==> config.mk <==
export PLATFORM = sky130hd
export DESIGN_NAME = noc_inject_arbiter_flat
export DESIGN_NICKNAME = d
export VERILOG_FILES = /design/src/rtl/noc_inject_arbiter_if.sv /design/src/rtl/noc_inject_arbiter.sv /design/src/flat_wrapper.sv
export SDC_FILE = /design/constraint.sdc
export NUM_CORES = 1
export LEC_CHECK = 0
export CORE_AREA = 2 2 94 87
export CTS_CLUSTER_DIAMETER = 150
export CTS_CLUSTER_SIZE = 30
export DETAILED_ROUTE_END_ITERATION = 8
export DIE_AREA = 0 0 96 89
export GPL_TIMING_DRIVEN = 0
export PLACE_DENSITY_LB_ADDON = 0.15
export SYNTH_ARGS = -nofsm -noshare
export SYNTH_HDL_FRONTEND = slang
export SYNTH_SLANG_ARGS = --single-unit
==> constraint.sdc <==
create_clock -name clk -period 2 [get_ports clk]
set_input_delay 0.4 -clock clk [delete_from_list [all_inputs] [get_ports clk]]
set_output_delay 0.4 -clock clk [all_outputs]
set_load 0.02 [all_outputs]
==> src/rtl/noc_inject_arbiter_if.sv <==
// Source-side and router-side handshake bundle for the NoC injection arbiter.
// slave = arbiter side, master = sources/router model side.
interface noc_inject_arbiter_if #(
  parameter int N_SRC  = 4,
  parameter int FLIT_W = 32
) ();
  localparam int GW = $clog2(N_SRC);

  logic [N_SRC-1:0]             src_put;
  logic [N_SRC-1:0][FLIT_W-1:0] src_flit;  // source i at bits [i*FLIT_W +: FLIT_W]
  logic [N_SRC-1:0]             src_ack;
  logic                         noc_ready;
  logic                         noc_en_put;
  logic [FLIT_W-1:0]            noc_put_flit;
  logic                         busy;
  logic [GW-1:0]                grant_id;
  logic                         err_timeout;

  modport master (
    output src_put, src_flit, noc_ready,
    input  src_ack, noc_en_put, noc_put_flit, busy, grant_id, err_timeout
  );

  modport slave (
    input  src_put, src_flit, noc_ready,
    output src_ack, noc_en_put, noc_put_flit, busy, grant_id, err_timeout
  );
endinterface

==> src/rtl/noc_inject_arbiter.sv <==
// Packet-atomic round-robin arbiter sharing one NoC injection port between N_SRC sources.
// Optional stall watchdog enabled by defining NOC_INJECT_ARB_WATCHDOG_EN.
module noc_inject_arbiter #(
  parameter int N_SRC         = 4,
  parameter int FLIT_W        = 32,
  parameter int FLITS_PER_PKT = 4,
  parameter int TIMEOUT       = 64
) (
  input  logic                 clk,
  input  logic                 res_n,
  noc_inject_arbiter_if.slave  bus
);
  localparam int GW = $clog2(N_SRC);
  localparam int CW = (FLITS_PER_PKT > 1) ? $clog2(FLITS_PER_PKT) : 1;

  if (N_SRC < 2 || N_SRC > 8 || FLITS_PER_PKT < 1 || TIMEOUT < 1) begin : g_param_chk
    $error("noc_inject_arbiter: illegal parameter set");
  end

  typedef enum logic {IDLE, BUSY} state_t;

  state_t        state, state_nxt;
  logic [GW-1:0] rr_ptr, rr_nxt;
  logic [GW-1:0] grant_id, grant_nxt;
  logic [CW-1:0] flit_cnt, cnt_nxt;
  logic [GW-1:0] sel;
  logic          sel_vld;
  logic          acc, last, wd_fire;
  int            idx;

  function automatic logic [GW-1:0] nxt_src(input logic [GW-1:0] s);
    return (int'(s) == N_SRC - 1) ? '0 : s + 1'b1;
  endfunction

  // Scan from the far end back toward rr_ptr so the nearest requester wins.
  always_comb begin
    sel     = '0;
    sel_vld = 1'b0;
    idx     = 0;
    for (int k = N_SRC - 1; k >= 0; k--) begin
      idx = int'(rr_ptr) + k;
      if (idx >= N_SRC) idx = idx - N_SRC;
      if (bus.src_put[idx]) begin
        sel     = GW'(idx);
        sel_vld = 1'b1;
      end
    end
  end

  assign acc  = (state == BUSY) && bus.src_put[grant_id] && bus.noc_ready;
  assign last = (flit_cnt == CW'(FLITS_PER_PKT - 1));

  for (genvar i = 0; i < N_SRC; i++) begin : g_ack
    assign bus.src_ack[i] = acc && (grant_id == GW'(i));
  end

  always_comb begin
    state_nxt = state;
    rr_nxt    = rr_ptr;
    grant_nxt = grant_id;
    cnt_nxt   = flit_cnt;
    case (state)
      IDLE: if (sel_vld) begin
        grant_nxt = sel;
        cnt_nxt   = '0;
        state_nxt = BUSY;
      end
      BUSY: begin
        if (acc) begin
          if (last) begin
            cnt_nxt   = '0;
            rr_nxt    = nxt_src(grant_id);
            state_nxt = IDLE;
          end else begin
            cnt_nxt = flit_cnt + 1'b1;
          end
        end else if (wd_fire) begin
          cnt_nxt   = '0;
          rr_nxt    = nxt_src(grant_id);
          state_nxt = IDLE;
        end
      end
      default: state_nxt = IDLE;
    endcase
  end

  always_ff @(posedge clk or negedge res_n) begin
    if (!res_n) begin
      state    <= IDLE;
      rr_ptr   <= '0;
      grant_id <= '0;
      flit_cnt <= '0;
    end else begin
      state    <= state_nxt;
      rr_ptr   <= rr_nxt;
      grant_id <= grant_nxt;
      flit_cnt <= cnt_nxt;
    end
  end

  // Output stage: acceptance already implies router space, so no further gating.
  always_ff @(posedge clk or negedge res_n) begin
    if (!res_n) begin
      bus.noc_en_put   <= 1'b0;
      bus.noc_put_flit <= '0;
    end else begin
      bus.noc_en_put <= acc;
      if (acc) bus.noc_put_flit <= bus.src_flit[grant_id];
    end
  end

  assign bus.busy     = (state == BUSY);
  assign bus.grant_id = grant_id;

`ifdef NOC_INJECT_ARB_WATCHDOG_EN
  localparam int SW = $clog2(TIMEOUT + 1);
  logic [SW-1:0] stall_cnt;
  logic          err_q;

  // Only a missing src_put counts; router back-pressure holds the count.
  assign wd_fire = (state == BUSY) && !bus.src_put[grant_id] &&
                   (stall_cnt == SW'(TIMEOUT - 1));

  always_ff @(posedge clk or negedge res_n) begin
    if (!res_n) begin
      stall_cnt <= '0;
      err_q     <= 1'b0;
    end else begin
      if (state == IDLE || acc || wd_fire) stall_cnt <= '0;
      else if (!bus.src_put[grant_id])     stall_cnt <= stall_cnt + 1'b1;
      if (wd_fire) err_q <= 1'b1;
    end
  end

  assign bus.err_timeout = err_q;
`else
  assign wd_fire         = 1'b0;
  assign bus.err_timeout = 1'b0;
`endif
endmodule
==> src/flat_wrapper.sv <==
// flat-port wrapper written by rule: the top's interface ports become plain ports
module noc_inject_arbiter_flat 
#(
  parameter int N_SRC         = 4,
  parameter int FLIT_W        = 32,
  parameter int FLITS_PER_PKT = 4,
  parameter int TIMEOUT       = 64
)
  (clk, res_n, bus_src_put, bus_src_flit, bus_noc_ready, bus_src_ack, bus_noc_en_put, bus_noc_put_flit, bus_busy, bus_grant_id, bus_err_timeout);
  noc_inject_arbiter_if #(.N_SRC(N_SRC), .FLIT_W(FLIT_W)) bus_i ();
  input  logic clk;
  input  logic res_n;
  input wire logic [$bits(bus_i.src_put)-1:0] bus_src_put;
  input wire logic [$bits(bus_i.src_flit)-1:0] bus_src_flit;
  input wire logic [$bits(bus_i.noc_ready)-1:0] bus_noc_ready;
  output wire logic [$bits(bus_i.src_ack)-1:0] bus_src_ack;
  output wire logic [$bits(bus_i.noc_en_put)-1:0] bus_noc_en_put;
  output wire logic [$bits(bus_i.noc_put_flit)-1:0] bus_noc_put_flit;
  output wire logic [$bits(bus_i.busy)-1:0] bus_busy;
  output wire logic [$bits(bus_i.grant_id)-1:0] bus_grant_id;
  output wire logic [$bits(bus_i.err_timeout)-1:0] bus_err_timeout;
  assign bus_i.src_put = bus_src_put;
  assign bus_i.src_flit = bus_src_flit;
  assign bus_i.noc_ready = bus_noc_ready;
  assign bus_src_ack = bus_i.src_ack;
  assign bus_noc_en_put = bus_i.noc_en_put;
  assign bus_noc_put_flit = bus_i.noc_put_flit;
  assign bus_busy = bus_i.busy;
  assign bus_grant_id = bus_i.grant_id;
  assign bus_err_timeout = bus_i.err_timeout;
  noc_inject_arbiter #(.N_SRC(N_SRC), .FLIT_W(FLIT_W), .FLITS_PER_PKT(FLITS_PER_PKT), .TIMEOUT(TIMEOUT)) u_core (.clk(clk), .res_n(res_n), .bus(bus_i));
endmodule
==> flow_summary.json <==
{
  "cts_made_buffers": 5,
  "drcViolationCount": 0,
  "io_pins": 176,
  "grt_antenna_before_repair": 0,
  "filler_cell_count": 588,
  "yosysMostFrequentCell": "dfrtp_1",
  "synth_fp_nets": 306,
  "grt_max_degree": 39,
  "synth_top_area_cell": "dfrtp_1",
  "r2r-start": "u_core.bus.grant_id[1]",
  "cts_sinks": 40,
  "num_vias": 2171,
  "setup_tns_ps": -43.3,
  "yosys_most_used_dff": "dfrtp_1",
  "row_count": 30,
  "synth_top_cells_by_area": "dfrtp_1, mux4_2, mux2_4",
  "die_h_um": 89,
  "drive_above_1_share_pct": 30.1,
  "clk_path_buf_depth": 2,
  "die_x_um": 96,
  "viasPerCell": 4.77,
  "drtAntennaViolNets": 0,
  "slew_headroom_pct": 58.9,
  "crit_required_ps": 1600,
  "start_kind": "flip-flop",
  "core_um2": 7470,
  "syn_area_um2": 2630,
  "pwr-share-clk_pct": 10.6,
  "syn_area_per_cell_um2": 15.8,
  "cts_max_level": 2,
  "drtIter0Drc": 22,
  "dieArea_um2": 8540,
  "ir_drop_mv": 0.760,
  "syn_to_final_growth_pct": 79.6,
  "grt_pass1_wl_mm": 11.6,
  "ys_warn_count": 0,
  "synth_edf_count": 0,
  "status": "finished with violations",
  "ys_seq_area_share_pct": 38.1,
  "fmax_ghz": 0.496,
  "n_antenna_cell": 0,
  "fin_nets": 498,
  "port_buffers": 174,
  "startpoint": "u_core.bus.grant_id[1]",
  "ys_seq_elements": 40,
  "failed_checks": "negative setup slack",
  "stdcell_area_um2": 4720,
  "gp_congestion": 0.814,
  "synth_top_cell_area_share_pct": 38.1,
  "synth_common_cells": "dfrtp_1, mux4_2, mux2_4",
  "place_area_um2": 4510,
  "cts_root_buf": "clkbuf_8",
  "end_kind": "primary output",
  "first_global_vias": 2263,
  "combPwrFrac_pct": 65.6,
  "netlist_instances": 166,
  "dp_hpwl_mm": 6.29,
  "seqPwrFrac_pct": 23.8,
  "p_switching_uw": 2190,
  "p_int_uw": 4040,
  "skew_ps": 6.56,
  "fin_crit_ps": 2010,
  "final_max_slew_viol_count": 0,
  "start_util_pct": 35.2,
  "switching_share_pct": 35.2,
  "cts_tree": "done",
  "rsz0062_at_grt": "yes",
  "timing.final.crit_share_pct": 101,
  "synthArstFlopShare_pct": 100,
  "setup_ws_ps": -14.9,
  "wl_per_cell_um": 17.0,
  "clkLatencyLatePin_ps": 300,
  "grt_usage_pct": 18.2,
  "drt_first_pass_iters": 4,
  "r2r_slack_ps": 140,
  "cp_max_fo": 6,
  "power_leakage_uw": 0.00195,
  "overflow": 0,
  "hold_class": "in -> async",
  "drt-total-wl_mm": 7.75,
  "clkSlewWorstSetupHoldPaths_ps": 80,
  "tightest_slew_ps": 610,
  "r2r_end": "u_core.bus.noc_put_flit[28]",
  "synth_cell_types": 29,
  "setup-violations-final": 4,
  "p_per_area_nw_per_um2": 1320,
  "cp.arrival_ps": 1610,
  "hold_viol_final": 0,
  "crit_type": "reg -> out",
  "crit_end": "bus_src_ack[1]",
  "max_cap_viol_count": 0,
  "r2r_cells": 4
}
state kept, by name, summed over array words and instances (netlist names):
signal and flops:
u_core.rr_ptr 2, u_core.bus.grant_id 2, u_core.bus.busy 1, u_core.flit_cnt 2
u_core.bus.noc_en_put 1, u_core.bus.noc_put_flit 32
cells by family (layout without fill, tap and decap cells):
logic type	count (synthesis)	in the layout	share of synthesized area, %
other cells	1	1	0.143
buf+inv	20	213	5.14
compound gates	10	10	3.19
xor+xnor	1	1	0.333
mux	70	70	47.2
simple gates	19	19	3.52
flops	40	40	38.1
fa+ha+maj	5	5	2.38
power by group through the flow:
stage / registers (uW) / clock network, uW / logic [uW]
final: 1480 / 659 / 4090
after CTS: 1480 / 686 / 4150
after floorplan: 1920 / 0 / 2080
after global routing: 1550 / 720 / 4360
after global placement: 1480 / 0 / 3940
after detailed placement: 1500 / 0 / 3970
critical path: stages, from the launching register on:
cell,delay (ps)
dfrtp_2,460
mux2_4,330
o2111ai_4,210
buf_8,150
nor2_2,40
buf_6,120
per-layer routing:
metal | track usage (%) | up-vias | share of wire, %
met1 | 21.6 | 1069 | 37
met3 | 4.13 | 14 | 7.1
li1 | - | 1018 | -
met4 | 6.49 | 0 | 2.1
met5 | 0 | - | 0
met2 | 32.3 | 70 | 54
how the worst min path moves through the flow:
stage,from,to
2_1_floorplan,res_n,u_core.bus.busy
3_3_place_gp,u_core.bus.noc_put_flit[27],u_core.bus.noc_put_flit[27]
3_5_place_dp,res_n,u_core.bus.noc_put_flit[2]
4_1_cts,res_n,u_core.bus.noc_put_flit[2]
5_1_grt,res_n,u_core.bus.noc_put_flit[2]
6_report,res_n,u_core.bus.noc_put_flit[2]
repair_timing:
item                                    CTS  global route
endpoints found under the hold margin     2             0
setup buffers                             9             1
endpoints found under the setup margin   32             4
hold buffers                              1             0
gates resized for setup                  39             1
pin swaps                                 1             0
layout by cell type (no fill, tap or decap), types with 4 or more instances in the layout:
cell type,Yosys,routed
clkdlybuf4s50_1,0,165
dfrtp_1,40,38
mux4_2,32,32
mux2_4,26,26
buf_4,1,11
mux2_2,9,9
inv_1,8,7
buf_6,1,5
ha_1,5,5
clkbuf_8,0,5
nand2_1,4,4
nor2_2,0,4
a21oi_1,4,4
dlygate4sd2_1,0,4
through the flow:
step,utilization (%),instances,setup WS [ps],hold WS (ps),total power [uW]
global placement,60.2,436,-902,487,5420
CTS,63.1,454,-26.3,414,6320
floorplan,-,166,-15.7,104,4010
finish,63.2,455,-14.9,423,6230
detailed placement,60.4,437,-925,216,5470
global route,63.2,455,-83.6,432,6630
layout make-up:
class                           instances  area, um2  share of cell area, %
Tap cell                               96        120                   2.54
Inverter                                8       30.0                  0.636
Sequential cell                        40       1000                   21.2
Multi-Input combinational cell        106       1500                   31.8
Clock inverter                          3       42.5                  0.900
Timing Repair Buffer                  186       1840                   39.0
Buffer                                 11        114                   2.41
Clock buffer                            5       68.8                   1.46
No activity file was read; power rests on OpenSTA's default activity.
